### config.mk
export PLATFORM = sky130hd
export DESIGN_NAME = tia_beam_scheduler_flat
export DESIGN_NICKNAME = d
export VERILOG_FILES = /design/src/rtl/tia_beam_scheduler_if.sv /design/src/rtl/tia_beam_scheduler.sv /design/src/flat_wrapper.sv
export SDC_FILE = /design/constraint.sdc
export NUM_CORES = 1
export LEC_CHECK = 0
export CORE_UTILIZATION = 54
export CTS_CLUSTER_SIZE = 20
export DETAILED_ROUTE_END_ITERATION = 12
export GPL_TIMING_DRIVEN = 0
export PLACE_DENSITY = 0.85
export SYNTH_ARGS = -nofsm -noshare
export SYNTH_HDL_FRONTEND = slang
export SYNTH_SLANG_ARGS = --single-unit
export TNS_END_PERCENT = 1
### constraint.sdc
create_clock -name clk_i -period 3.8 [get_ports clk_i]
set_clock_uncertainty 0.1 [all_clocks]
set_input_delay 1.14 -clock clk_i [delete_from_list [all_inputs] [get_ports clk_i]]
set_output_delay 1.14 -clock clk_i [all_outputs]
set_load 0.005 [all_outputs]
### src/rtl/tia_beam_scheduler_if.sv
// Request, LCD handshake, beam position and pixel-strobe signals exchanged
// between the beam scheduler and its neighbours.
interface tia_beam_scheduler_if;
    logic        vsync_req_i;
    logic        wsync_req_i;
    logic        lcd_busy_i;
    logic [10:0] xpos_o;
    logic [9:0]  ypos_o;
    logic        pix_valid_o;
    logic [10:0] pix_x_o;
    logic [9:0]  pix_y_o;
    logic        pix_active_o;
    logic        cursor_reset_o;
    logic        stall_cpu_o;
    logic        hblank_o;
    logic        frame_done_o;

    modport slave (
        input  vsync_req_i, wsync_req_i, lcd_busy_i,
        output xpos_o, ypos_o, pix_valid_o, pix_x_o, pix_y_o, pix_active_o,
               cursor_reset_o, stall_cpu_o, hblank_o, frame_done_o
    );

    modport master (
        output vsync_req_i, wsync_req_i, lcd_busy_i,
        input  xpos_o, ypos_o, pix_valid_o, pix_x_o, pix_y_o, pix_active_o,
               cursor_reset_o, stall_cpu_o, hblank_o, frame_done_o
    );
endinterface

### src/rtl/tia_beam_scheduler.sv
// TIA beam sequencer: steps the beam counters once per LCD pixel slot, strobes
// pixels, and owns the WSYNC CPU stall and VSYNC resynchronisation.
module tia_beam_scheduler #(
    parameter int unsigned H_TOTAL     = 456,
    parameter int unsigned H_VISIBLE   = 320,
    parameter int unsigned V_TOTAL     = 262,
    parameter int unsigned V_VISIBLE   = 240,
    parameter int unsigned V_TOP       = 24,
    parameter int unsigned V_BOT       = 226,
    parameter int unsigned PACE_CYCLES = 8
) (
    input  logic                    clk_i,
    input  logic                    rst_i,
    tia_beam_scheduler_if.slave     bus
);
    localparam int unsigned PW = (PACE_CYCLES > 2) ? $clog2(PACE_CYCLES) : 1;
    localparam logic [PW-1:0] PACE_LOAD = PW'(PACE_CYCLES - 2);

    typedef enum logic [1:0] {
        ST_RUN    = 2'd0,
        ST_PACE   = 2'd1,
        ST_RESYNC = 2'd2
    } state_t;

    state_t        r_state;
    logic [PW-1:0] r_pace;
    logic [10:0]   r_xpos;
    logic [9:0]    r_ypos;
    logic          r_pix_valid;
    logic [10:0]   r_pix_x;
    logic [9:0]    r_pix_y;
    logic          r_pix_active;
    logic          r_cursor_reset;
    logic          r_stall;
    logic          r_frame_done;

    logic w_step;
    logic w_visible;
    logic w_picture;
    logic w_x_last;
    logic w_y_last;
    logic w_hblank_edge;

    assign w_step        = (r_state == ST_RUN) && !bus.lcd_busy_i;
    assign w_visible     = (r_ypos < 10'(V_VISIBLE)) && (r_xpos < 11'(H_VISIBLE));
    assign w_picture     = (r_ypos >= 10'(V_TOP)) && (r_ypos < 10'(V_BOT));
    assign w_x_last      = (r_xpos == 11'(H_TOTAL - 1));
    assign w_y_last      = (r_ypos == 10'(V_TOTAL - 1));
    assign w_hblank_edge = (r_xpos == 11'(H_VISIBLE - 1));

    always_ff @(posedge clk_i) begin
        if (rst_i) begin
            r_state        <= ST_RUN;
            r_pace         <= '0;
            r_xpos         <= '0;
            r_ypos         <= '0;
            r_pix_valid    <= 1'b0;
            r_pix_x        <= '0;
            r_pix_y        <= '0;
            r_pix_active   <= 1'b0;
            r_cursor_reset <= 1'b0;
            r_stall        <= 1'b0;
            r_frame_done   <= 1'b0;
        end else begin
            r_pix_valid    <= 1'b0;
            r_cursor_reset <= 1'b0;
            r_frame_done   <= 1'b0;
            if (bus.vsync_req_i) begin
                // VSYNC outranks busy, pacing and any WSYNC in the same cycle
                r_xpos         <= '0;
                r_ypos         <= '0;
                r_cursor_reset <= 1'b1;
                r_stall        <= 1'b0;
                r_state        <= ST_RESYNC;
            end else begin
                if (bus.wsync_req_i) begin
                    r_stall <= 1'b1;
                end else if (w_step && w_hblank_edge) begin
                    r_stall <= 1'b0;
                end
                case (r_state)
                    ST_RUN: begin
                        if (!bus.lcd_busy_i) begin
                            if (w_visible) begin
                                r_pix_valid  <= 1'b1;
                                r_pix_x      <= r_xpos;
                                r_pix_y      <= r_ypos;
                                r_pix_active <= w_picture;
                            end else begin
                                r_pix_active <= 1'b0;
                            end
                            if (!w_x_last) begin
                                r_xpos <= r_xpos + 11'd1;
                            end else begin
                                r_xpos <= '0;
                                if (!w_y_last) begin
                                    r_ypos <= r_ypos + 10'd1;
                                end else begin
                                    r_ypos       <= '0;
                                    r_frame_done <= 1'b1;
                                end
                            end
                            r_pace  <= PACE_LOAD;
                            r_state <= ST_PACE;
                        end
                    end
                    ST_PACE: begin
                        // Counter is loaded with PACE_CYCLES-2 so PACE lasts PACE_CYCLES-1 cycles
                        if (r_pace == '0) begin
                            r_state <= ST_RUN;
                        end else begin
                            r_pace <= r_pace - PW'(1);
                        end
                    end
                    ST_RESYNC: begin
                        r_pace  <= PACE_LOAD;
                        r_state <= ST_PACE;
                    end
                    default: r_state <= ST_RUN;
                endcase
            end
        end
    end

    assign bus.xpos_o         = r_xpos;
    assign bus.ypos_o         = r_ypos;
    assign bus.pix_valid_o    = r_pix_valid;
    assign bus.pix_x_o        = r_pix_x;
    assign bus.pix_y_o        = r_pix_y;
    assign bus.pix_active_o   = r_pix_active;
    assign bus.cursor_reset_o = r_cursor_reset;
    assign bus.stall_cpu_o    = r_stall;
    assign bus.frame_done_o   = r_frame_done;
    assign bus.hblank_o       = (r_xpos >= 11'(H_VISIBLE));
endmodule
### src/flat_wrapper.sv
// flat-port wrapper written by rule: the top's interface ports become plain ports
module tia_beam_scheduler_flat 
#(
    parameter int unsigned H_TOTAL     = 456,
    parameter int unsigned H_VISIBLE   = 320,
    parameter int unsigned V_TOTAL     = 262,
    parameter int unsigned V_VISIBLE   = 240,
    parameter int unsigned V_TOP       = 24,
    parameter int unsigned V_BOT       = 226,
    parameter int unsigned PACE_CYCLES = 8
)
  (clk_i, rst_i, bus_vsync_req_i, bus_wsync_req_i, bus_lcd_busy_i, bus_xpos_o, bus_ypos_o, bus_pix_valid_o, bus_pix_x_o, bus_pix_y_o, bus_pix_active_o, bus_cursor_reset_o, bus_stall_cpu_o, bus_hblank_o, bus_frame_done_o);
  tia_beam_scheduler_if bus_i ();
  input  logic clk_i;
  input  logic rst_i;
  input wire logic [$bits(bus_i.vsync_req_i)-1:0] bus_vsync_req_i;
  input wire logic [$bits(bus_i.wsync_req_i)-1:0] bus_wsync_req_i;
  input wire logic [$bits(bus_i.lcd_busy_i)-1:0] bus_lcd_busy_i;
  output wire logic [$bits(bus_i.xpos_o)-1:0] bus_xpos_o;
  output wire logic [$bits(bus_i.ypos_o)-1:0] bus_ypos_o;
  output wire logic [$bits(bus_i.pix_valid_o)-1:0] bus_pix_valid_o;
  output wire logic [$bits(bus_i.pix_x_o)-1:0] bus_pix_x_o;
  output wire logic [$bits(bus_i.pix_y_o)-1:0] bus_pix_y_o;
  output wire logic [$bits(bus_i.pix_active_o)-1:0] bus_pix_active_o;
  output wire logic [$bits(bus_i.cursor_reset_o)-1:0] bus_cursor_reset_o;
  output wire logic [$bits(bus_i.stall_cpu_o)-1:0] bus_stall_cpu_o;
  output wire logic [$bits(bus_i.hblank_o)-1:0] bus_hblank_o;
  output wire logic [$bits(bus_i.frame_done_o)-1:0] bus_frame_done_o;
  assign bus_i.vsync_req_i = bus_vsync_req_i;
  assign bus_i.wsync_req_i = bus_wsync_req_i;
  assign bus_i.lcd_busy_i = bus_lcd_busy_i;
  assign bus_xpos_o = bus_i.xpos_o;
  assign bus_ypos_o = bus_i.ypos_o;
  assign bus_pix_valid_o = bus_i.pix_valid_o;
  assign bus_pix_x_o = bus_i.pix_x_o;
  assign bus_pix_y_o = bus_i.pix_y_o;
  assign bus_pix_active_o = bus_i.pix_active_o;
  assign bus_cursor_reset_o = bus_i.cursor_reset_o;
  assign bus_stall_cpu_o = bus_i.stall_cpu_o;
  assign bus_hblank_o = bus_i.hblank_o;
  assign bus_frame_done_o = bus_i.frame_done_o;
  tia_beam_scheduler #(.H_TOTAL(H_TOTAL), .H_VISIBLE(H_VISIBLE), .V_TOTAL(V_TOTAL), .V_VISIBLE(V_VISIBLE), .V_TOP(V_TOP), .V_BOT(V_BOT), .PACE_CYCLES(PACE_CYCLES)) u_core (.clk_i(clk_i), .rst_i(rst_i), .bus(bus_i));
endmodule
==> results.cfg <==
[sta]
highest_clock_frequency_the_design_can_meet_mhz = 325
grt_setup_unrepaired = no
hold_violations = 0
setup_viol_count_final = 0
slew_at_the_pin_closest_to_its_max_slew_limit_ns = 0.512
slew_viol_final = 0
totalNegativeSetupSlack_ns = 0
layout_worst_path_cycle_share = 0.809
slew-limit-headroom = 0.656
layout_min_cycle_time_ns = 3.07

[pwr]
pwr-share-clk = 0.330
comb_power_share = 0.060
internal-power_uw = 697
switching_share = 0.235
powerDensity_nw_per_um2 = 300
maximum_vdd_drop_mv = 0.200
net-switching-power_uw = 214
leakage_nw = 0.977
share_seq_of_total_power = 0.610

[worst_setup_path]
critPathCaptureType = register
r2r_slack_ns = 1.60
timing_worst_setup_path_type = in -> reg
cp-start-kind = primary input
worst_r2r_path_depth = 7
rr_endpoint = u_core.bus.xpos_o[3]
arrival_ns = 3.17
timing.critical_path.required_ns = 3.89
worstReg2RegStart = u_core.bus.xpos_o[7]
critical_path.max_fanout = 10

[worst_hold_path]
endpoint_worst_hold = u_core.r_pace[0]
hp-start = u_core.r_pace[0]
worst_hold_path.num_cells = 2
hp-class = reg -> reg

[die]
floorplan.io_pins = 53
floorplan.die_area_um2 = 4660
floorplan.die.width_um = 68.3
starting_density = 0.577
die_h_um = 68.3
core_area_um2 = 4120
number_of_placement_rows = 23

[placed_design]
io_buffer_count = 52
post-place-cells = 382
globalplace.congestion = 0.896
dp_hpwl_um = 4030

[clock_network]
hold_buffers = 0
sink_count = 52
post_cts_resize_count = 0
later_pin_clock_latency_in_the_skew_report_ns = 0.31
clk_pin_slew_ns = 0.09
cts.path.max_buffers = 2
clock_tree.root_cell = clkbuf_8
cts_setup_buffers = 0
clock_tree_from_tritoncts = built
cts_made_buffers = 5
cts_htree_levels = 2

[logic_synthesis]
syn-cell-area_um2 = 2370
synth_area_in_xor_xnor = 0.0369
synth.lib_cells_used.distinct = 44
synth_top_cells_by_count = 52 x dfxtp_1, 33 x a21oi_1, 29 x nand3_1
synth.most_common_cell = dfxtp_1
yosys_register_bits = 52
post_synth_inst_count = 280
post_synth_mux_area_share = 0
synth_edf_count = 0
post_synth.cell_area_avg_um2 = 8.48
synth_compound_gate_area_share = 0.154
postSynthNetCount = 292
synth.area.top_cells = dfxtp_1 44%, a21oi_1 7.0%, nand3_1 6.1%
ys_dominant_reg_cell = dfxtp_1
synthesis.yosys.warnings = 0
asyncSetResetFlopFracSynth = 0
synth.top_cell.area_share = 0.439
ys_seq_area_frac = 0.439
synth_simple_gate_area_share = 0.279
synth_adder_area_share = 0.0369
synth.largest_area_cell = dfxtp_1
largest_family_of_logic_cells_by_synthesized_area = simple AND/OR/NAND/NOR gates

[finish]
fillers = 344
area_delta_synth_final_pct = 28.0
seq_area_um2 = 1040
antenna_cells_inserted = 0
final_nets = 351
stdcell_count = 389
multiInputGateArea_um2 = 1200
fraction_of_layout_cells_with_a_size_suffix_above_1 = 0.0649

[route]
wl_per_cell_um = 14.4
ant_nets = 0
drc = 0
number_of_vias_in_the_routed_layout = 2250
wirelength_um = 5590
drt-initial-drc-count = 122
drt_first_pass_iters = 4
vias_per_cell = 5.78

[run_status]
run_status = finished clean

[global_routing]
global_route.overflow_total = 0
largest_net_degree_at_the_start_of_global_routing = 16
global_route.usage.total = 0.262
number_of_antenna_violations_at_the_first_check_in_global_routing = 0
wire_length_of_the_first_global_routing_pass_um = 8980
grt_pass1_vias = 1973

[flow_run]
cap_viol_max_count = 0
-- through the flow --
| step | setup WS, ns | instance area (um^2) | utilization | total power, mW | hold slack (ns) |
|---|---|---|---|---|---|
| after floorplan | 1.22 | 2370 | - | 0.602 | 0.350 |
| after global placement | 0.464 | 2960 | 0.718 | 0.620 | 0.361 |
| after detailed placement | 0.456 | 2960 | 0.718 | 0.622 | 0.366 |
| after CTS | 0.746 | 3040 | 0.738 | 0.917 | 0.379 |
| after global routing | 0.599 | 3040 | 0.738 | 0.946 | 0.394 |
| final | 0.726 | 3040 | 0.738 | 0.911 | 0.376 |
-- critical path: stages --
cell	delay, ns
clkdlybuf4s50_1	0.53
nor4b_4	0.37
nand4_1	0.27
buf_2	0.26
buf_2	0.20
nand2_1	0.31
nor2_1	0.10
-- flip-flops by register name (all words and copies together), names as in the netlist --
register,count
u_core.bus.pix_x_o,11
u_core.bus.xpos_o,11
u_core.bus.pix_y_o,10
u_core.bus.ypos_o,10
u_core.r_pace,3
u_core.r_state,2
u_core.bus.cursor_reset_o,1
u_core.bus.frame_done_o,1
u_core.bus.pix_active_o,1
u_core.bus.pix_valid_o,1
u_core.bus.stall_cpu_o,1
-- routing by layer --
metal	share of wire	global-route usage	up-vias
met2	0.49	0.449	78
met3	0.048	0.0550	11
met1	0.44	0.323	1043
met4	0.019	0.0885	0
met5	0	0	-
li1	-	-	1118
-- cells by family (layout without fill, tap and decap cells) --
family	after synthesis	in the layout
adder cells (fa/ha/maj)	7	7
XOR/XNOR	10	10
buffers and inverters	28	87
AND/OR/NAND/NOR	115	115
flip-flops	52	52
AO/OA/AOI/OAI	68	68
-- power groups by stage --
stage	registers, mW	logic, mW	clock network (mW)
CTS	0.555	0.0545	0.307
finish	0.555	0.0548	0.301
global route	0.556	0.0602	0.330
global placement	0.567	0.0528	0
detailed placement	0.568	0.0541	0
floorplan	0.567	0.0347	0
-- cells in the final DEF (no fill, tap or decap), drive strengths merged, types with 2 or more instances in the layout --
cell           synthesis  final
nand2b                 3      3
dfxtp                 52     52
o31ai                  4      4
inv                   11     11
ha                     7      7
or2                    2      2
buf                    9      9
a21oi                 33     33
xnor2                  6      6
xor2                   4      4
or3                    5      5
nor3b                  4      4
clkbuf                 8     13
and3                   3      3
nor2                  22     22
or4                    6      6
nor3                   5      5
nand2                 14     14
nand3                 29     29
nor2b                  2      2
clkdlybuf4s50          0     52
nor4b                  3      3
o21ai                 26     26
nand4                  6      6
nor4                   4      4
-- worst max-delay path by stage --
stage / from / endpoint / cells past startpoint
after floorplan: bus_lcd_busy_i / u_core.bus.pix_y_o[2] / 6
after global placement: bus_lcd_busy_i / u_core.bus.xpos_o[4] / 7
after detailed placement: bus_lcd_busy_i / u_core.bus.xpos_o[3] / 7
after CTS: bus_lcd_busy_i / u_core.bus.xpos_o[3] / 7
after global routing: bus_lcd_busy_i / u_core.bus.ypos_o[3] / 6
final: bus_lcd_busy_i / u_core.bus.xpos_o[3] / 7
-- cell type report --
type | count | area share
sequential | 52 | 0.343
clock inverter | 2 | 0.00412
clock buffer | 5 | 0.0227
tap | 50 | 0.0206
inverter | 11 | 0.0136
buffer | 17 | 0.0288
multi-input combinational | 200 | 0.396
timing repair buffer | 52 | 0.171
Power figures use the tool's default switching activity.
